$ cat src/rtl/mux2_arbiter_pkg.sv
// Shared types and helpers for the two-requester mux2 arbiter.
package mux2_arbiter_pkg;

    typedef enum logic [1:0] {
        ARB_IDLE   = 2'd0,
        ARB_SETTLE = 2'd1,
        ARB_GRANT0 = 2'd2,
        ARB_GRANT1 = 2'd3
    } arb_state_t;

    localparam logic SEL_D0 = 1'b0;
    localparam logic SEL_D1 = 1'b1;

    localparam int unsigned SETTLE_W = 4;

    // Round-robin pick: a lone requester wins, a tie goes to the side that was not served last.
    function automatic logic rr_winner(input logic req0, input logic req1, input logic last);
        return (req0 && req1) ? ~last : req1;
    endfunction

    function automatic arb_state_t grant_state(input logic side);
        return side ? ARB_GRANT1 : ARB_GRANT0;
    endfunction

endpackage

$ cat src/rtl/arb_hold_cnt.sv
// Saturating up-counter with synchronous clear and a terminal-count flag.
module arb_hold_cnt #(
    parameter int unsigned WIDTH   = 4,
    parameter int unsigned SAT_VAL = 7
) (
    input  logic clk,
    input  logic rst_n,
    input  logic clr_i,
    input  logic en_i,
    output logic term_c_o
);

    logic [WIDTH-1:0] cnt_q;
    logic [WIDTH-1:0] cnt_d;

    // Clear wins over enable; counting stops at SAT_VAL.
    always_comb begin
        cnt_d = cnt_q;
        if (clr_i) begin
            cnt_d = '0;
        end else if (en_i && (cnt_q != WIDTH'(SAT_VAL))) begin
            cnt_d = cnt_q + WIDTH'(1);
        end
    end

    always_ff @(posedge clk) begin
        if (!rst_n) begin
            cnt_q <= '0;
        end else begin
            cnt_q <= cnt_d;
        end
    end

    assign term_c_o = (cnt_q == WIDTH'(SAT_VAL));

endmodule

$ cat src/rtl/mux2_arbiter.sv
// Round-robin arbiter owning the select of a shared 2->1 mux, with settle gaps and hold-limit preemption.
module mux2_arbiter
    import mux2_arbiter_pkg::*;
#(
    parameter int unsigned SETTLE_CYC = 2,
    parameter int unsigned MAX_HOLD   = 8
) (
    input  logic clk,
    input  logic rst_n,
    input  logic req0,
    input  logic req1,
    output logic gnt0,
    output logic gnt1,
    output logic sel,
    output logic busy,
    output logic preempt
);

    localparam int unsigned HOLD_W   = (MAX_HOLD > 0) ? $clog2(MAX_HOLD + 1) : 1;
    localparam int unsigned HOLD_SAT = (MAX_HOLD > 0) ? (MAX_HOLD - 1) : 0;

    arb_state_t          state_q;
    arb_state_t          state_d;
    logic                sel_q;
    logic                sel_d;
    logic                last_q;
    logic                last_d;
    logic [SETTLE_W-1:0] settle_q;
    logic [SETTLE_W-1:0] settle_d;
    logic                gnt0_q;
    logic                gnt1_q;
    logic                busy_q;
    logic                preempt_q;
    logic                preempt_d;

    logic hold_clr;
    logic hold_en;
    logic hold_term_c;
    logic granted_q;
    logic granted_d;
    logic owner;
    logic req_own;
    logic req_oth;
    logic req_tgt;
    logic req_alt;
    logic win;

    arb_hold_cnt #(
        .WIDTH   (HOLD_W),
        .SAT_VAL (HOLD_SAT)
    ) u_hold_cnt (
        .clk      (clk),
        .rst_n    (rst_n),
        .clr_i    (hold_clr),
        .en_i     (hold_en),
        .term_c_o (hold_term_c)
    );

    // Next-state decode; sel only moves on transitions into SETTLE.
    always_comb begin
        state_d   = state_q;
        sel_d     = sel_q;
        last_d    = last_q;
        settle_d  = settle_q;
        preempt_d = 1'b0;

        win     = rr_winner(req0, req1, last_q);
        owner   = (state_q == ARB_GRANT1);
        req_own = owner ? req1 : req0;
        req_oth = owner ? req0 : req1;
        req_tgt = sel_q ? req1 : req0;
        req_alt = sel_q ? req0 : req1;

        case (state_q)
            ARB_IDLE: begin
                if (req0 || req1) begin
                    if (win == sel_q) begin
                        state_d = grant_state(win);
                        last_d  = win;
                    end else begin
                        sel_d    = win;
                        settle_d = '0;
                        state_d  = ARB_SETTLE;
                    end
                end
            end
            ARB_SETTLE: begin
                if (!req_tgt) begin
                    if (req_alt) begin
                        sel_d    = ~sel_q;
                        settle_d = '0;
                    end else begin
                        state_d = ARB_IDLE;
                    end
                end else if (settle_q == SETTLE_W'(SETTLE_CYC - 1)) begin
                    state_d = grant_state(sel_q);
                    last_d  = sel_q;
                end else begin
                    settle_d = settle_q + SETTLE_W'(1);
                end
            end
            ARB_GRANT0, ARB_GRANT1: begin
                if (!req_own) begin
                    if (req_oth) begin
                        sel_d    = ~owner;
                        settle_d = '0;
                        state_d  = ARB_SETTLE;
                    end else begin
                        state_d = ARB_IDLE;
                    end
                end else if ((MAX_HOLD != 0) && hold_term_c && req_oth) begin
                    preempt_d = 1'b1;
                    sel_d     = ~owner;
                    settle_d  = '0;
                    state_d   = ARB_SETTLE;
                end
            end
            default: begin
                state_d = ARB_IDLE;
            end
        endcase

        granted_q = (state_q == ARB_GRANT0) || (state_q == ARB_GRANT1);
        granted_d = (state_d == ARB_GRANT0) || (state_d == ARB_GRANT1);
        hold_clr  = granted_d && !granted_q;
        hold_en   = granted_q;
    end

    always_ff @(posedge clk) begin
        if (!rst_n) begin
            state_q  <= ARB_IDLE;
            sel_q    <= SEL_D0;
            last_q   <= SEL_D1;
            settle_q <= '0;
        end else begin
            state_q  <= state_d;
            sel_q    <= sel_d;
            last_q   <= last_d;
            settle_q <= settle_d;
        end
    end

    // Outputs registered from the next state so they line up with state_q.
    always_ff @(posedge clk) begin
        if (!rst_n) begin
            gnt0_q    <= 1'b0;
            gnt1_q    <= 1'b0;
            busy_q    <= 1'b0;
            preempt_q <= 1'b0;
        end else begin
            gnt0_q    <= (state_d == ARB_GRANT0);
            gnt1_q    <= (state_d == ARB_GRANT1);
            busy_q    <= (state_d != ARB_IDLE);
            preempt_q <= preempt_d;
        end
    end

    assign gnt0    = gnt0_q;
    assign gnt1    = gnt1_q;
    assign sel     = sel_q;
    assign busy    = busy_q;
    assign preempt = preempt_q;

endmodule

$ cat config.mk
export PLATFORM = sky130hd
export DESIGN_NAME = mux2_arbiter
export DESIGN_NICKNAME = d
export VERILOG_FILES = /design/src/rtl/mux2_arbiter_pkg.sv /design/src/rtl/arb_hold_cnt.sv /design/src/rtl/mux2_arbiter.sv
export SDC_FILE = /design/constraint.sdc
export NUM_CORES = 1
export LEC_CHECK = 0
export CAP_MARGIN = 25
export CELL_PAD_IN_SITES_DETAIL_PLACEMENT = 2
export CELL_PAD_IN_SITES_GLOBAL_PLACEMENT = 2
export CORE_AREA = 4 4 56 63
export CTS_CLUSTER_SIZE = 10
export DETAILED_ROUTE_END_ITERATION = 6
export DIE_AREA = 0 0 60 67
export PLACE_DENSITY_LB_ADDON = 0.08
export SYNTH_ARGS = -nofsm -noshare
export SYNTH_HDL_FRONTEND = slang
export SYNTH_SLANG_ARGS = --single-unit
$ cat constraint.sdc
create_clock -name clk -period 2.8 [get_ports clk]
set_clock_uncertainty 0.2 [all_clocks]
set_input_delay 0.56 -clock clk [delete_from_list [all_inputs] [get_ports clk]]
set_output_delay 0.56 -clock clk [all_outputs]
set_load 0.01 [all_outputs]
==> results.py <==
metrics = {
    "critical_path": {
        "crit_chain": "clkdlybuf4s50_1, a21bo_2, ha_1, or3_1, o32ai_4, nor3b_1, o31a_1",
        "cp_slowest_cell": "clkdlybuf4s50_1",
        "critPathLaunchType": "input port",
        "crit_required_ns": 2.80,
        "critPathBufInv": 1,
        "crit_path_max_incr_delay_ns": 0.48,
        "critical-path-top-delay-family": "compound AO/OA/AOI/OAI gates",
        "endpoint_kind": "register",
        "cp.arrival_ns": 2.48,
        "critPathMaxFanout": 5,
        "criticalPathCategory": "input port to register",
    },
    "clock_tree": {
        "clk_pin_slew_ns": 0.11,
        "clock_latency_ns": 0.29,
        "clk_path_buf_depth": 2,
        "root_buffer": "clkbuf_4",
        "cts_setup_buffers": 0,
        "htree_levels": 1,
        "cts_tree": "done",
        "clock-sinks": 16,
        "postCtsHoldBufs": 0,
        "cts_buffers": 3,
        "ctsResizeCount": 0,
    },
    "drt": {
        "ant_nets": 0,
        "via_per_inst": 5.48,
        "drt-pass1-iter-count": 3,
        "drc": 0,
        "wirelength_um": 2270,
        "drtIter0Drc": 22,
        "num_vias": 822,
        "routedWlPerCell_um": 15.1,
    },
    "floorplanning": {
        "row_count": 21,
        "initial_utilization": 0.319,
        "core_area_sq_mm": 0.00294,
        "io_pins": 9,
        "dieArea_sq_mm": 0.00402,
        "die_y_um": 67,
        "die_x_um": 60,
    },
    "timing": {
        "finalHoldWorstSlack_ns": 0.292,
        "post-route-period-util": 0.887,
        "setup_tns_ns": 0,
        "setup_viol": 0,
        "period_needed_ns": 2.48,
        "rsz0062_at_grt": "no",
        "slew_violations": 0,
        "timing.final.ws_setup_ns": 0.316,
        "max_slew_margin": 0.679,
        "tightest_slew_ns": 0.480,
        "fmaxAchievable_ghz": 0.403,
        "hold_viol_final": 0,
    },
    "synth": {
        "postSynth.asyncResetShare": 0,
        "yosysMostFrequentCell": "dfxtp_1",
        "syn_nets": 114,
        "syn_inst": 106,
        "yosys.area.top_type": "dfxtp_1",
        "yosys-top-cells-area": "dfxtp_1 (34%), ha_1 (5.3%), a21oi_1 (4.8%), mux2i_1 (4.3%), nand2_1 (3.6%)",
        "yosysWarnings": 0,
        "synth_top_area_share": 0.341,
        "synth_edf_count": 0,
        "yosys-top-cells-count": "dfxtp_1 (16), a21oi_1 (9), nand2_1 (9), nor2_1 (9), o21ai_0 (6)",
        "synth_ff_type": "dfxtp_1",
        "postSynthRegisterBits": 16,
        "seq_area_frac_synth": 0.341,
        "syn-cell-area_sq_um": 938,
        "syn_area_per_cell_sq_um": 8.85,
        "synth_cell_type_count": 36,
    },
    "power_and_ir_drop": {
        "p_sw_frac": 0.403,
        "power_uw": 943,
        "power_leakage_nw": 0.400,
        "vdd_drop_max_v": 0.000429,
        "powerDensity_mw_per_mm2": 870,
        "seqPwrFrac": 0.362,
        "net-switching-power_uw": 380,
        "clkPwrFrac": 0.171,
        "internal-power_uw": 563,
        "p_comb_frac": 0.467,
    },
    "final_layout": {
        "fillers": 337,
        "area_delta_synth_final_pct": 15.5,
        "finalCoreUtilization": 0.368,
        "diodes": 0,
        "final_nets": 125,
        "drive_gt1_frac": 0.129,
    },
    "placement": {
        "pre_cts_ws_ns": -0.0200,
        "hpwl_um": 1820,
        "place_congestion": 0.719,
        "io_buffers": 8,
    },
    "global_routing": {
        "grt_max_degree": 13,
        "grt_pass1_wl_um": 3980,
        "grt_pass1_vias": 868,
        "antenna_found_initial": 0,
        "grt_overflow": 0,
        "grt_use_total": 0.130,
    },
    "worst_hold_path": {
        "hp-class": "register to register",
    },
    "run_status": {
        "outcome": "completed",
    },
    "run": {
        "cap_violations": 0,
    },
}
==> cell usage in the layout (no fill, tap or decap), types with 4 or more instances in the layout <==
cell type and n:
dfxtp_1 16, nor2_1 9, o21ai_0 6, a21oi_1 9, inv_1 5, nand2_1 9
clkdlybuf4s50_1 8, mux2i_1 4, ha_1 4
==> worst register-to-register path: stages, from the launching register on <==
cell	delay (ns)
dfxtp_1	0.44
inv_1	0.12
ha_1	0.29
or3_1	0.36
o32ai_4	0.19
nor3b_1	0.09
o31a_1	0.30
==> power by group through the flow <==
| stage | Sequential [mW] | Clock (mW) | Combinational, mW |
|---|---|---|---|
| detailed placement | 0.350 | 0 | 0.449 |
| floorplan | 0.326 | 0 | 0.339 |
| global route | 0.355 | 0.178 | 0.497 |
| global placement | 0.349 | 0 | 0.441 |
| CTS | 0.344 | 0.167 | 0.452 |
| finish | 0.342 | 0.161 | 0.440 |
==> per-stage QoR <==
| step | instance area (sq um) | instances |
|---|---|---|
| floorplan | 938 | 106 |
| global placement | 1050 | 146 |
| detailed placement | 1050 | 146 |
| CTS | 1080 | 150 |
| global route | 1080 | 150 |
| finish | 1080 | 150 |
==> path summary, 6_finish.rpt <==
kind | start | endpoint | slack (ns) | cells past startpoint
max | req1 | u_hold_cnt.cnt_q[3]$_SDFFE_PP0P_ | 0.32 | 7
min | last_q$_SDFFE_PN1P_ | last_q$_SDFFE_PN1P_ | 0.29 | 2
max reg2reg | sel$_SDFFE_PN0P_ | u_hold_cnt.cnt_q[3]$_SDFFE_PP0P_ | 0.71 | 6
min reg2reg | last_q$_SDFFE_PN1P_ | last_q$_SDFFE_PN1P_ | 0.29 | 2
==> flip-flops by register name (all words and copies together) (netlist names) <==
register and flops:
settle_q 4, u_hold_cnt.cnt_q 4, state_q 2, busy 1, gnt0 1, gnt1 1, last_q 1, preempt 1
sel 1
==> layout make-up <==
class                   instances  area (sq um)  share of cell area
clock buffers                   4          36.3              0.0335
inverters                       6          22.5              0.0208
multi-input cells              79           559               0.516
flip-flops and latches         16           320               0.296
well taps                      34          42.5              0.0393
repair buffers                 11           103              0.0947
==> logic make-up after synthesis <==
family	share of synthesized area
AOI/OAI and AO/OA	0.237
adders and majority gates	0.0533
buffers and inverters	0.0627
DFF	0.341
muxes	0.0813
and+or+nand+nor	0.224
==> layer usage <==
metal / vias up / global-route usage / routed length, um
met5: - / 0 / 0
met4: 0 / 0.0416 / 28
met3: 4 / 0.0174 / 28
met2: 4 / 0.227 / 1130
met1: 402 / 0.160 / 1090
li1: 412 / - / -
Power figures use the tool's default switching activity.
